### config.mk
export PLATFORM = sky130hd
export DESIGN_NAME = cpu_sequencer_flat
export DESIGN_NICKNAME = d
export VERILOG_FILES = /design/src/rtl/cpu_sequencer_if.sv /design/src/rtl/cpu_sequencer.sv /design/src/flat_wrapper.sv
export SDC_FILE = /design/constraint.sdc
export NUM_CORES = 1
export LEC_CHECK = 0
export BUFFER_PORTS_ARGS = -buffer_cell sky130_fd_sc_hd__buf_2
export CAP_MARGIN = 20
export CORE_UTILIZATION = 63
export CTS_BUF_LIST = sky130_fd_sc_hd__clkbuf_8
export CTS_CLUSTER_DIAMETER = 50
export DETAILED_ROUTE_END_ITERATION = 6
export GPL_ROUTABILITY_DRIVEN = 0
export PLACE_DENSITY = 0.95
export SLEW_MARGIN = 30
export SYNTH_ARGS = -nofsm -noshare
export SYNTH_HDL_FRONTEND = slang
export SYNTH_SLANG_ARGS = --single-unit
### constraint.sdc
create_clock -name clk -period 4.3 [get_ports clk]
set_input_delay 0.43 -clock clk [delete_from_list [all_inputs] [get_ports clk]]
set_output_delay 0.43 -clock clk [all_outputs]
set_load 0.02 [all_outputs]
### src/rtl/cpu_sequencer_if.sv
// cpu_sequencer_if: single shared 16-bit memory port handshake between
// the phase sequencer (master) and the memory subsystem (slave).
interface cpu_sequencer_if;
    logic       mem_req;
    logic       mem_we;
    logic       addr_sel;
    logic [1:0] byte_en;
    logic       mem_ack;

    modport master (
        output mem_req,
        output mem_we,
        output addr_sel,
        output byte_en,
        input  mem_ack
    );

    modport slave (
        input  mem_req,
        input  mem_we,
        input  addr_sel,
        input  byte_en,
        output mem_ack
    );
endinterface

### src/rtl/cpu_sequencer.sv
// cpu_sequencer: multi-cycle FETCH/DECODE/EXEC/MEM/WB phase sequencer for the
// stack CPU core. Time-shares one memory port between instruction fetch and
// data access and produces the commit strobes for architectural updates.
// Optional interrupt entry state enabled by defining CPU_SEQ_IRQ_EN.
module cpu_sequencer #(
    parameter int unsigned TIMEOUT = 255
) (
    input  logic               clk,
    input  logic               rst,
    input  logic               rd_mem,
    input  logic               wr_mem,
    input  logic               byt,
    input  logic               addr0,
    input  logic               irq,
    cpu_sequencer_if.master    mem,
    output logic               load_insn,
    output logic               commit,
    output logic               wb_mem,
    output logic               irq_take,
    output logic               align_err,
    output logic               bus_err,
    output logic               halted
);

    localparam logic [2:0] S_RESET  = 3'd0;
    localparam logic [2:0] S_FETCH  = 3'd1;
    localparam logic [2:0] S_DECODE = 3'd2;
    localparam logic [2:0] S_EXEC   = 3'd3;
    localparam logic [2:0] S_MEM    = 3'd4;
    localparam logic [2:0] S_WB     = 3'd5;
    localparam logic [2:0] S_HALT   = 3'd7;
`ifdef CPU_SEQ_IRQ_EN
    localparam logic [2:0] S_INT    = 3'd6;
`endif

    // Counter value seen on the TIMEOUT-th consecutive wait cycle.
    localparam logic [15:0] WAIT_LAST = 16'(TIMEOUT - 1);

    logic [2:0]  state;
    logic [2:0]  next_state;
    logic [2:0]  retire_state;
    logic        rst_hold;
    logic [15:0] wait_cnt;
    logic        wr_q;
    logic [1:0]  be_q;
    logic        timeout_hit;

    logic        req_c;
    logic        we_c;
    logic        sel_c;
    logic [1:0]  be_c;

    assign timeout_hit = (wait_cnt == WAIT_LAST);

    assign mem.mem_req  = req_c;
    assign mem.mem_we   = we_c;
    assign mem.addr_sel = sel_c;
    assign mem.byte_en  = be_c;

`ifdef CPU_SEQ_IRQ_EN
    assign retire_state = irq ? S_INT : S_FETCH;
`else
    logic irq_unused;
    assign irq_unused   = irq;
    assign retire_state = S_FETCH;
`endif

    // Next-state and output decode; all outputs are combinational from state.
    always_comb begin
        next_state = state;
        req_c      = 1'b0;
        we_c       = 1'b0;
        sel_c      = 1'b0;
        be_c       = 2'b00;
        load_insn  = 1'b0;
        commit     = 1'b0;
        wb_mem     = 1'b0;
        irq_take   = 1'b0;
        align_err  = 1'b0;
        bus_err    = 1'b0;
        halted     = 1'b0;
        case (state)
            S_RESET: begin
                // One full cycle in RESET after release before fetching.
                next_state = rst_hold ? S_RESET : S_FETCH;
            end
            S_FETCH: begin
                req_c = 1'b1;
                be_c  = 2'b11;
                if (mem.mem_ack) begin
                    load_insn  = 1'b1;
                    next_state = S_DECODE;
                end else if (timeout_hit) begin
                    bus_err    = 1'b1;
                    next_state = S_HALT;
                end
            end
            S_DECODE: begin
                next_state = S_EXEC;
            end
            S_EXEC: begin
                if (!rd_mem && !wr_mem) begin
                    commit     = 1'b1;
                    next_state = retire_state;
                end else if (!byt && addr0) begin
                    align_err  = 1'b1;
                    next_state = retire_state;
                end else begin
                    next_state = S_MEM;
                end
            end
            S_MEM: begin
                req_c = 1'b1;
                sel_c = 1'b1;
                we_c  = wr_q;
                be_c  = be_q;
                if (mem.mem_ack) begin
                    if (wr_q) begin
                        commit     = 1'b1;
                        next_state = retire_state;
                    end else begin
                        next_state = S_WB;
                    end
                end else if (timeout_hit) begin
                    bus_err    = 1'b1;
                    next_state = S_HALT;
                end
            end
            S_WB: begin
                commit     = 1'b1;
                wb_mem     = 1'b1;
                next_state = retire_state;
            end
`ifdef CPU_SEQ_IRQ_EN
            S_INT: begin
                irq_take   = 1'b1;
                commit     = 1'b1;
                next_state = S_FETCH;
            end
`endif
            S_HALT: begin
                halted = 1'b1;
            end
            default: begin
                next_state = S_RESET;
            end
        endcase
    end

    // State register with asynchronous reset.
    always_ff @(posedge clk or posedge rst) begin
        if (rst) begin
            state    <= S_RESET;
            rst_hold <= 1'b1;
        end else begin
            state    <= next_state;
            rst_hold <= 1'b0;
        end
    end

    // Memory wait counter: cleared on every phase change, counts unacked cycles.
    always_ff @(posedge clk or posedge rst) begin
        if (rst) begin
            wait_cnt <= '0;
        end else if (next_state != state) begin
            wait_cnt <= '0;
        end else if ((state == S_FETCH || state == S_MEM) && !mem.mem_ack) begin
            wait_cnt <= wait_cnt + 16'd1;
        end
    end

    // Capture decoder controls in EXEC so they may change during MEM/WB.
    always_ff @(posedge clk or posedge rst) begin
        if (rst) begin
            wr_q <= 1'b0;
            be_q <= '0;
        end else if (state == S_EXEC) begin
            wr_q <= wr_mem;
            be_q <= byt ? (addr0 ? 2'b10 : 2'b01) : 2'b11;
        end
    end

endmodule

### src/flat_wrapper.sv
// flat-port wrapper written by rule: the top's interface ports become plain ports
module cpu_sequencer_flat 
#(
    parameter int unsigned TIMEOUT = 255
)
  (clk, rst, rd_mem, wr_mem, byt, addr0, irq, load_insn, commit, wb_mem, irq_take, align_err, bus_err, halted, mem_mem_req, mem_mem_we, mem_addr_sel, mem_byte_en, mem_mem_ack);
  cpu_sequencer_if mem_i ();
  input  logic clk;
  input  logic rst;
  input  logic rd_mem;
  input  logic wr_mem;
  input  logic byt;
  input  logic addr0;
  input  logic irq;
  output logic load_insn;
  output logic commit;
  output logic wb_mem;
  output logic irq_take;
  output logic align_err;
  output logic bus_err;
  output logic halted;
  output wire logic [$bits(mem_i.mem_req)-1:0] mem_mem_req;
  output wire logic [$bits(mem_i.mem_we)-1:0] mem_mem_we;
  output wire logic [$bits(mem_i.addr_sel)-1:0] mem_addr_sel;
  output wire logic [$bits(mem_i.byte_en)-1:0] mem_byte_en;
  input wire logic [$bits(mem_i.mem_ack)-1:0] mem_mem_ack;
  assign mem_mem_req = mem_i.mem_req;
  assign mem_mem_we = mem_i.mem_we;
  assign mem_addr_sel = mem_i.addr_sel;
  assign mem_byte_en = mem_i.byte_en;
  assign mem_i.mem_ack = mem_mem_ack;
  cpu_sequencer #(.TIMEOUT(TIMEOUT)) u_core (.clk(clk), .rst(rst), .rd_mem(rd_mem), .wr_mem(wr_mem), .byt(byt), .addr0(addr0), .irq(irq), .mem(mem_i), .load_insn(load_insn), .commit(commit), .wb_mem(wb_mem), .irq_take(irq_take), .align_err(align_err), .bus_err(bus_err), .halted(halted));
endmodule
==> impl_metrics.toml <==
[run_status]
status = "completed"

[routing]
routed_via_density = 5.93
vias = 1180
drc = 0
drt-wirelength-per-cell_um = 14.0
drtPass1Iterations = 4
wl_um = 2790
drtAntennaViolNets = 0
drt_iter0_markers = 41

[setup_path]
r2r_slack_ns = 2.31
required_ns = 3.87
timing.rr.end = "u_core.wait_cnt[1]$_DFFE_PP0P_"
rr_worst_depth = 7
crit_fanout = 19
worstPathArrival_ns = 1.87
crit-reg2reg-launch = "u_core.wait_cnt[0]$_DFFE_PP0P_"
crit_path_end_kind = "primary output"
cp-start-kind = "register"
path_class = "reg2out"

[timing]
finalCritPeriodShare = 0.536
clock_skew_ns = 0.00149
fmax_ghz = 0.434
hold_violations = 0
setup_violations = 0
setup_tns_ns = 0
slew_headroom = 0.477
fin_crit_ns = 2.30
drv_slew = 0
worst_pin_slew_ns = 0.780
setup_slack_ns = 2.00
rsz0062_at_grt = "false"

[finish]
drive_above_1_share = 0.163
final_nets = 183
multi_input_area_um2 = 743
finish.utilization = 0.747
diodes = 0
synthToLayoutAreaGrowth_pct = 8.54
nFillCells = 152
final-seq-area_um2 = 577

[logic_synthesis]
synth.area.mux_share = 0.00809
synth_area_per_cell_um2 = 8.75
synth-compound-area-share = 0.112
synth_edf_count = 0
ys_warn_count = 0
synth-seq-area-share = 0.415
async_flop_share = 1.00
synthSimpleGateAreaFrac = 0.290
synth_seq_cells = 23
netlist.area_leader.share = 0.396
synthesis.area_um2 = 1390
synth_area_leaders = "dfrtp_1 (40%), xnor2_1 (8.2%), nor2_1 (6.2%)"
synth_cell_types = 37
synthAdderAreaFrac = 0.0180
synth_top_family_by_area = "simple AND/OR/NAND/NOR gates"
synthXorXnorAreaFrac = 0.101
netlist.top_cell.by_area = "dfrtp_1"
syn_inst = 159
ys_dominant_reg_cell = "dfrtp_1"

[clock_network]
clk_pin_slew_ns = 0.08
worstSkewPairLatency_ns = 0.26
cts_buffers = 3
tritoncts = "yes"
ctsResizeCount = 0
hold_buffers = 0
root_buffer = "clkbuf_8"
clk_path_buf_depth = 2
htree_levels = 1
cts_setup_buffers = 0
cts_num_sinks = 23

[floorplan]
start_util = 0.688
die_h_um = 49.0
rows = 16
core_area_um2 = 2020
io_pins = 20
die_w_um = 49.0
dieArea_um2 = 2400

[power_and_ir_drop]
power_density_nw_per_um2 = 525
ir_drop_uv = 471
p_leak_nw = 0.634

[global_routing]
grt_pass1_vias = 1112
grt_pass1_wl_um = 4750
overflow = 0
grt_max_degree = 24
grt_usage = 0.258
antenna_found_initial = 0

[placement]
pre_cts_ws_ns = 2.33
portBuffers = 17
place_hpwl_um = 1980

[hold_path]
min_path_type = "in2async"

[flow_run]
max_cap_violations = 0
==> power by group <==
part           internal (mW)  leakage, nW  switching, mW
Clock                 0.0638       0.0269         0.0664
Sequential             0.252        0.306         0.0764
Combinational          0.121        0.302          0.213
==> cell usage in the layout, fill, tap and decap left out, drive strengths merged, types with 3 or more instances in the layout <==
cell type,netlist,final
a21oi,9,9
and2,3,3
and4,3,3
buf,3,17
clkbuf,6,3
dfrtp,22,22
inv,7,7
nand2,12,12
nand3,7,7
nand4,4,4
nor2,23,23
nor2b,4,4
nor3,7,7
nor3b,4,4
nor4,3,3
o21ai,6,6
xnor2,13,13
xor2,3,3
==> worst max path at each step <==
stage,from,to
floorplan,mem_mem_ack,bus_err
finish,u_core.state[0]$_DFF_PP0_,bus_err
CTS,u_core.state[0]$_DFF_PP0_,bus_err
global route,u_core.state[0]$_DFF_PP0_,bus_err
global placement,u_core.state[0]$_DFF_PP0_,bus_err
detailed placement,u_core.wait_cnt[0]$_DFFE_PP0P_,u_core.wait_cnt[1]$_DFFE_PP0P_
==> per-layer routing <==
layer | vias to the layer above | GRT usage | part of all wire
li1 | 567 | - | -
met1 | 573 | 0.311 | 0.42
met2 | 34 | 0.444 | 0.52
met3 | 6 | 0.0498 | 0.048
met4 | 0 | 0.118 | 0.013
met5 | - | 0 | 0
==> final cells by class <==
cell class,count,area share
clock buffer,3,0.0273
clock inverter,1,0.00249
inverter,7,0.0174
multi-input combinational,121,0.492
sequential,23,0.382
tap,27,0.0224
timing repair buffer,17,0.0563
==> flip-flops by register name (all words and copies together) (netlist names) <==
register         flops
u_core.rst_hold      1
u_core.wait_cnt     16
u_core.wr_q          1
u_core.state         3
u_core.be_q          2
==> kinds of logic after synthesis <==
family / count (synthesis)
compound gates: 24
mux: 1
xor+xnor: 16
buf+inv: 16
flops: 23
other cells: 1
fa+ha+maj: 2
simple gates: 76
==> synth_stat cells, types with 2 or more instances <==
cell / n
clkbuf_1: 6
inv_1: 7
xor2_1: 3
and4_1: 2
xnor2_1: 13
nor4_2: 2
ha_1: 2
nand4_1: 4
and2_1: 3
nor2_1: 23
nor3b_1: 4
buf_4: 2
nor2b_1: 4
dfrtp_1: 22
nand3_1: 7
nand2_1: 12
o21ai_0: 5
nor3_1: 7
nand2b_1: 2
and3_1: 2
a211oi_1: 2
a21oi_1: 9
o22ai_1: 2
==> worst max-delay path, cell delays in order (launching register included) <==
cell	delay, ns
dfrtp_1	0.69
xor2_1	0.27
and2_1	0.29
nor2b_1	0.18
buf_2	0.18
==> stage by stage <==
stage	hold slack, ns	area [um^2]	std cells	power [mW]
after CTS	0.359	1510	199	0.789
after floorplan	0.431	1400	160	0.597
after global placement	0.467	1470	195	0.640
final	0.201	1510	199	0.792
after detailed placement	0.470	1470	195	0.657
after global routing	0.267	1510	199	0.839
No activity file was read; power rests on OpenSTA's default activity.
